==> src/rtl/ts_ddr_write_packer.sv <==
// ts_ddr_write_packer: packs valid TS bytes from the show-ahead input FIFO into 32-bit DDR3 writes
// Define TS_PKT_ALIGN_EN to start every sync byte on a fresh word boundary
module ts_ddr_write_packer #(
   parameter logic [23:0] BASE_ADDR = 24'h000000,
   parameter logic [23:0] LAST_ADDR = 24'hFFFFFF
) (
   input  logic        SYS_CLOCK,
   input  logic        SYS_RESET,
   input  logic        START,
   input  logic        STOP,
   input  logic [9:0]  fifo_q,
   input  logic        fifo_empty,
   output logic        fifo_rdreq,
   output logic [23:0] ddr_write_address,
   output logic        ddr_write_write,
   output logic [31:0] ddr_write_writedata,
   output logic [3:0]  ddr_write_byteenable,
   input  logic        ddr_write_waitrequest,
   output logic        BUSY,
   output logic        DONE,
   output logic        MEM_FULL,
   output logic [23:0] WORDS_WRITTEN
);
   typedef enum logic [1:0] {ST_IDLE, ST_FILL, ST_WRITE, ST_DONE} state_t;
   state_t      state_q, state_d;
   logic [1:0]  lane_q, lane_d, lane_nx;
   logic [31:0] data_q, data_d;
   logic [3:0]  be_q, be_d;
   logic [23:0] addr_q, addr_d;
   logic [23:0] words_q, words_d;
   logic        stop_q, stop_d, full_q, full_d;
   logic        align_hold, byte_in, stop_now;
`ifdef TS_PKT_ALIGN_EN
   assign align_hold = fifo_q[9] && fifo_q[8] && (lane_q != 2'd0) && !fifo_empty;
`else
   logic unused_sync;
   assign unused_sync = fifo_q[8];
   assign align_hold  = 1'b0;
`endif
   assign fifo_rdreq = (state_q == ST_FILL) && !fifo_empty && !align_hold;
   assign byte_in    = fifo_rdreq && fifo_q[9];
   assign lane_nx    = lane_q + {1'b0, byte_in};
   assign stop_now   = stop_q || STOP;
   always_comb begin
      state_d = state_q;
      lane_d  = lane_q;
      data_d  = data_q;
      be_d    = be_q;
      addr_d  = addr_q;
      words_d = words_q;
      stop_d  = stop_q;
      full_d  = full_q;
      case (state_q)
         ST_IDLE, ST_DONE: begin
            if (START) begin
               state_d = ST_FILL;
               lane_d  = 2'd0;
               data_d  = 32'h0;
               be_d    = 4'h0;
               addr_d  = BASE_ADDR;
               words_d = 24'h0;
               stop_d  = 1'b0;
               full_d  = 1'b0;
            end
         end
         ST_FILL: begin
            if (byte_in) begin
               data_d[lane_q*8 +: 8] = fifo_q[7:0];
               be_d[lane_q]          = 1'b1;
               lane_d                = lane_nx;
            end
            // a full word or a sync-forced partial word is flushed; STOP rides along
            if (align_hold || (byte_in && lane_q == 2'd3)) begin
               state_d = ST_WRITE;
               lane_d  = 2'd0;
               stop_d  = STOP;
            end else if (STOP) begin
               lane_d  = 2'd0;
               state_d = (lane_nx != 2'd0) ? ST_WRITE : ST_DONE;
               stop_d  = (lane_nx != 2'd0);
            end
         end
         ST_WRITE: begin
            stop_d = stop_now;
            if (!ddr_write_waitrequest) begin
               words_d = (words_q == 24'hFFFFFF) ? words_q : words_q + 24'd1;
               be_d    = 4'h0;
               data_d  = 32'h0;
               stop_d  = 1'b0;
               if (addr_q == LAST_ADDR) begin
                  full_d  = 1'b1;
                  state_d = ST_DONE;
               end else begin
                  addr_d  = addr_q + 24'd1;
                  state_d = stop_now ? ST_DONE : ST_FILL;
               end
            end
         end
         default: state_d = ST_IDLE;
      endcase
   end
   always_ff @(posedge SYS_CLOCK or posedge SYS_RESET) begin
      if (SYS_RESET) begin
         state_q <= ST_IDLE;
         lane_q  <= 2'd0;
         data_q  <= 32'h0;
         be_q    <= 4'h0;
         addr_q  <= 24'h0;
         words_q <= 24'h0;
         stop_q  <= 1'b0;
         full_q  <= 1'b0;
      end else begin
         state_q <= state_d;
         lane_q  <= lane_d;
         data_q  <= data_d;
         be_q    <= be_d;
         addr_q  <= addr_d;
         words_q <= words_d;
         stop_q  <= stop_d;
         full_q  <= full_d;
      end
   end
   assign ddr_write_address    = addr_q;
   assign ddr_write_write      = (state_q == ST_WRITE);
   assign ddr_write_writedata  = data_q;
   assign ddr_write_byteenable = be_q;
   assign BUSY                 = (state_q == ST_FILL) || (state_q == ST_WRITE);
   assign DONE                 = (state_q == ST_DONE);
   assign MEM_FULL             = full_q;
   assign WORDS_WRITTEN        = words_q;
endmodule

==> config.mk <==
export PLATFORM = sky130hd
export DESIGN_NAME = ts_ddr_write_packer
export DESIGN_NICKNAME = d
export VERILOG_FILES = /design/src/rtl/ts_ddr_write_packer.sv
export SDC_FILE = /design/constraint.sdc
export NUM_CORES = 1
export LEC_CHECK = 0
export ABC_CLOCK_PERIOD_IN_PS = 2800
export BUFFER_PORTS_ARGS = -buffer_cell sky130_fd_sc_hd__buf_2
export CAP_MARGIN = 40
export CORE_ASPECT_RATIO = 0.75
export CORE_MARGIN = 1.5
export CORE_UTILIZATION = 55
export DETAILED_ROUTE_END_ITERATION = 6
export HOLD_SLACK_MARGIN = 0.15
export PLACE_DENSITY = 0.81
export SYNTH_ARGS = -nofsm -noshare
export SYNTH_HDL_FRONTEND = slang
export SYNTH_SLANG_ARGS = --single-unit
==> constraint.sdc <==
create_clock -name SYS_CLOCK -period 2.8 [get_ports SYS_CLOCK]
set_input_delay 0 -clock SYS_CLOCK [delete_from_list [all_inputs] [get_ports SYS_CLOCK]]
set_output_delay 0 -clock SYS_CLOCK [all_outputs]
set_load 0.005 [all_outputs]
; ---- Word level (Yosys, flattened, before mapping)
; Index checks and enable logic that the tools add are counted.
[word_totals]
reg_bits = 90
latchBits = 0
ramBits = 0
rom_bits = 0
inputBits = 16
out_inout_bits = 89
elab_cells = 89
n_memories = 0
[op_classes]
addsub = 4
multipliers = 0
n_div = 0
magnitude_cmp = 2
n_eq_ne = 14
shift = 2
muxes = 39
bitwise = 1
n_reduce_logical = 19
[op_table]
columns = op, count
row1 = 2-to-1 mux 24 bit, 5
row2 = 2-to-1 mux 32 bit, 3
row3 = case mux 24 bit (2 select lines), 2
row4 = case mux 32 bit (3 select lines), 1
row5 = "adder 24 x 1 -> 24 bit, second input constant", 2
row6 = "equality test 24 bit, second input constant", 2
row7 = negator 5 -> 34 bit, 1
row8 = "variable shift 8 x 34 -> 32 bit, first input constant", 1
row9 = indexed part select 8 x 34 -> 32 bit, 1
row10 = bitwise mux 32 bit, 1
row11 = 2-to-1 mux 2 bit, 10
row12 = 2-to-1 mux 4 bit, 3
row13 = case mux 4 bit (3 select lines), 1
row14 = AND reduction 4 bit, 3
row15 = "inequality test 2 bit, second input constant", 5
row16 = AND reduction 3 bit, 3
row17 = 2-to-1 mux 1 bit, 8
row18 = "equality test 2 bit, second input constant", 3
row19 = case mux 2 bit (3 select lines), 1
row20 = nonzero test 2 bit, 3
row21 = logical AND 1 bit, 4
row22 = "inequality test 4 x 3 -> 1 bit, second input constant", 1
row23 = bitwise OR 4 bit, 1
row24 = case mux 2 bit (2 select lines), 1
row25 = 14 further kinds, 15

; ---- Logic depth before layout (Yosys ltp)
[logic_depth]
word_depth = 9
ltp_mapped = 10
ltp_nobuf = 8

; ---- Least setup slack after synthesis
; No wires, ideal clock.
[synth_timing]
path_kind = flip-flop to flip-flop
from = register state_q[0]
to = register addr_q[21], in the netlist ddr_write_address[21]
setup_ns = 0.120
arrival_ns = 2.352
required_ns = 2.680
setup_slack_ns = 0.327
path_stages_with_launch = 9
path_buffers = 1
period_less_slack_ns = 2.473
path_cell_list = dfrtp_1 inv_1 ha_1 nor2b_1 or4_4 buf_6 a2111oi_4 a31oi_1 a41o_1
[synth_via]
elab_chain_len = 4
elab_cells_between_ends = 10
cone_classes = 5 x eq/ne / 1 x mux / 4 x reduce/logical
[synth_rtl]
columns = element, line
row1 = "start, declared", 25  ; state_t state_q, state_d;
row2 = "start signal, assigned", 113  ; state_q <= state_d;
row3 = equality test 2 bit / zero test 2 bit (equally long branches), 53  ; case (state_q)
row4 = OR reduction 2 bit, 53
row5 = inequality test 2 bit (no source line) / nonzero test 2 bit (equally long branches), n/a
row6 = AND reduction 4 bit (no source line), n/a
row7 = "end signal, assigned", 117  ; addr_q <= addr_d;
row8 = "end, declared", 29  ; logic [23:0] addr_q, addr_d;
; Parallel ways exist; a longest one is shown, timed or not.
; A chain may end at the register's enable or synchronous reset.

; ---- Worst setup path in the final report
[layout_timing]
from = register state_q[0]
to = register addr_q[17], in the netlist ddr_write_address[17]
; Same word-level chain as after synthesis.

==> reports/metrics.yaml <==
timing:
  finalHoldViolCount: 0
  tns_ns: 0
  fin_skew_ns: 0.00499
  slew_headroom_pct: 46.3
  setup_ws_ns: 0.221
  fin_crit_ns: 2.58
  rsz0062_at_grt: "false"
  setup_viol: 0
  tightest_slew_ns: 0.795
  fmax_mhz: 388
  finalCritPeriodShare_pct: 92.1
  drv_slew: 0
  whs_ns: 0.185
detailed_routing:
  ant_nets: 0
  route.vias.total: 4497
  via_per_inst: 6.10
  post-route-drc-count: 0
  wl_per_cell_um: 17.3
  dr.pass1.iters: 4
  drt_iter0_drc: 324
  routed_wl_mm: 12.8
synth:
  ys_ff_latch: 90
  synth_top_area_cell: "dfrtp_1"
  synth_area_leaders: "dfrtp_1 (47%), nand2_1 (5.1%), nand3_1 (4.8%)"
  synth_nets: 532
  synth_top_family_by_area: "simple AND/OR/NAND/NOR gates"
  synth_cell_types: 57
  synthCells: 505
  synth_compound_area_share_pct: 18.4
  yosysWarnings: 0
  syn_avg_cell_area_um2: 9.45
  yosysSeqAreaShare_pct: 47.2
  yosys.area_share.simple_pct: 24.4
  synth_ff_type: "dfrtp_1"
  syn_area_um2: 4770
  muxShareOfSynthArea_pct: 0.892
  synthAdderAreaFrac_pct: 2.88
  synth-xor-area-share_pct: 2.57
  async_reset_ff_share_pct: 100
  synth_top_area_share_pct: 47.2
  synth-edff-count: 0
power:
  combPwrFrac_pct: 31.9
  vdd_drop_max_v: 0.000477
  power_frac_seq_pct: 33.8
  switching_share_pct: 35.2
  internal_power_w: 0.00281
  p_switching_w: 0.00153
  power_density_nw_per_um2: 734
  p_total_w: 0.00434
  clockPowerShare_pct: 34.4
  leakage_nw: 2.97
critical_path:
  crit_fanout: 8
  cp.arrival_ns: 2.82
  end_kind: "register"
  crit_required_ns: 3.04
  path_class: "reg -> reg"
  critPathLaunchType: "register"
global_routing:
  grt_max_degree: 36
  grt_overflow_total: 0
  antenna_found_initial: 0
  grt_pass1_vias: 4090
  grt_pass1_wl_mm: 20.9
  gr-usage-all-layers_pct: 28.1
floorplan:
  rows: 29
  die_y_um: 83.7
  core_area_um2: 8450
  dieWidth_um: 111
  die_area_um2: 9250
  start_util_pct: 56.4
  boundaryPins: 105
cells_and_area:
  layout-drive-gt1-share_pct: 24.2
  n_antenna_cell: 0
  stdcell_count: 737
  area_delta_synth_final_pct: 23.9
  nNetsFinal: 651
clock_tree:
  cts.repair.resized: 0
  tritoncts: "yes"
  clk_latency_ns: 0.35
  cts_root_buffer: "clkbuf_16"
  cts.htree.levels: 3
  cts_buffers: 9
  cts_buffer_depth: 2
  clkSinkCount: 90
  path_clk_slew_ns: 0.06
job:
  cap_violations: 0
placed_design:
  place_inst: 710
  gp_congestion: 0.862
  place_hpwl_mm: 8.90
  dp_slack_ns: 0.227
  io_buffers: 103
min_path:
  hp-class: "in -> reg"
outcome:
  status: "complete, no violations"
-- per-stage QoR --
stage | utilization [%] | cell area (um2)
3_5_place_dp | 64.3 | 5430
2_1_floorplan | - | 4770
3_3_place_gp | 64.3 | 5430
4_1_cts | 69.9 | 5910
5_1_grt | 69.9 | 5910
6_report | 69.9 | 5910
-- cell usage in the layout (no fill, tap or decap), drive strengths merged, types with 10 or more instances in the layout --
cell         synthesis  layout
o21ai               27      27
a21oi               19      19
nand4               10      10
inv                 21      20
a22o                19      19
and4                15      15
dfrtp               90      90
ha                  11      11
buf                  6     117
nor2                40      40
dlygate4sd3          0      11
xnor2               13      13
nand2               65      65
nand3               46      46
-- cell type report --
class / count / area [um2]
well taps: 108 / 135
fillers: 652 / 2540
multi-input cells: 374 / 2350
flip-flops and latches: 90 / 2250
clock inverters: 7 / 141
clock buffers: 9 / 225
inverters: 21 / 80.1
repair buffers: 128 / 731
-- kinds of logic after synthesis --
logic type,Yosys count
compound gates,119
xor+xnor,14
fa+ha+maj,11
buf+inv,41
flops,90
mux,4
simple gates,226
-- synthesized netlist by cell type (all sizes together), types with 3 or more instances --
master	number
and3	9
or4	3
a22o	19
a31oi	9
a21oi	19
a2111oi	7
dfrtp	90
clkbuf	14
nand2	65
inv	21
ha	11
and2	4
nand2b	5
and4	15
buf	6
o31ai	5
xnor2	13
nor3	5
or3	5
o21ai	27
nor2b	8
nand4	10
nand3	46
nor2	40
o211ai	6
nor4	4
a21o	9
-- critical path: stages (launching register included) --
cell	delay, ns
dfrtp_1	0.38
inv_1	0.07
ha_1	0.31
nor2b_1	0.19
or4_4	0.62
a2111oi_4	0.52
a21oi_1	0.15
a31o_2	0.22
-- power by group through the flow --
stage / Clock [W] / Sequential [W] / Combinational (W)
after CTS: 0.00151 / 0.00146 / 0.00136
after global routing: 0.00156 / 0.00148 / 0.00150
after detailed placement: 0 / 0.00148 / 0.00134
after floorplan: 0 / 0.00147 / 0.000867
final: 0.00149 / 0.00146 / 0.00138
after global placement: 0 / 0.00148 / 0.00130
-- registers in the layout, summed over array words and instances (netlist names) --
| name | cells |
|---|---|
| MEM_FULL | 1 |
| WORDS_WRITTEN | 24 |
| ddr_write_address | 24 |
| ddr_write_byteenable | 4 |
| ddr_write_writedata | 32 |
| lane_q | 2 |
| state_q | 2 |
| stop_q | 1 |
-- what timing repair did --
action	4_1_cts	5_1_grt
hold buffers	11	0
buffers inserted	0	0
endpoints found under the hold margin	63	0
-- layer usage --
layer / up-vias / track usage, % / share of wire, %
met5: - / 0 / 0
met4: 0 / 8.04 / 1.3
met3: 20 / 6.32 / 6.8
met2: 175 / 43.2 / 46
met1: 2216 / 40.2 / 46
li1: 2086 / - / -
-- worst paths after layout --
kind / startpoint / to / slack (ns) / cells after the start
min: STOP / stop_q$_DFFE_PP0P_ / 0.18 / 4
max reg2reg: state_q[0]$_DFFE_PP0P_ / ddr_write_address[17]$_DFFE_PP0P_ / 0.22 / 7
max in group asynchronous: SYS_RESET / lane_q[1]$_DFFE_PP0P_ / 1.74 / 4
min in group asynchronous: SYS_RESET / ddr_write_writedata[24]$_DFFE_PP0P_ / 0.20 / 3
min reg2reg: ddr_write_writedata[29]$_DFFE_PP0P_ / ddr_write_writedata[29]$_DFFE_PP0P_ / 0.47 / 2
max: state_q[0]$_DFFE_PP0P_ / ddr_write_address[17]$_DFFE_PP0P_ / 0.22 / 7
No activity file was read; power rests on OpenSTA's default activity.
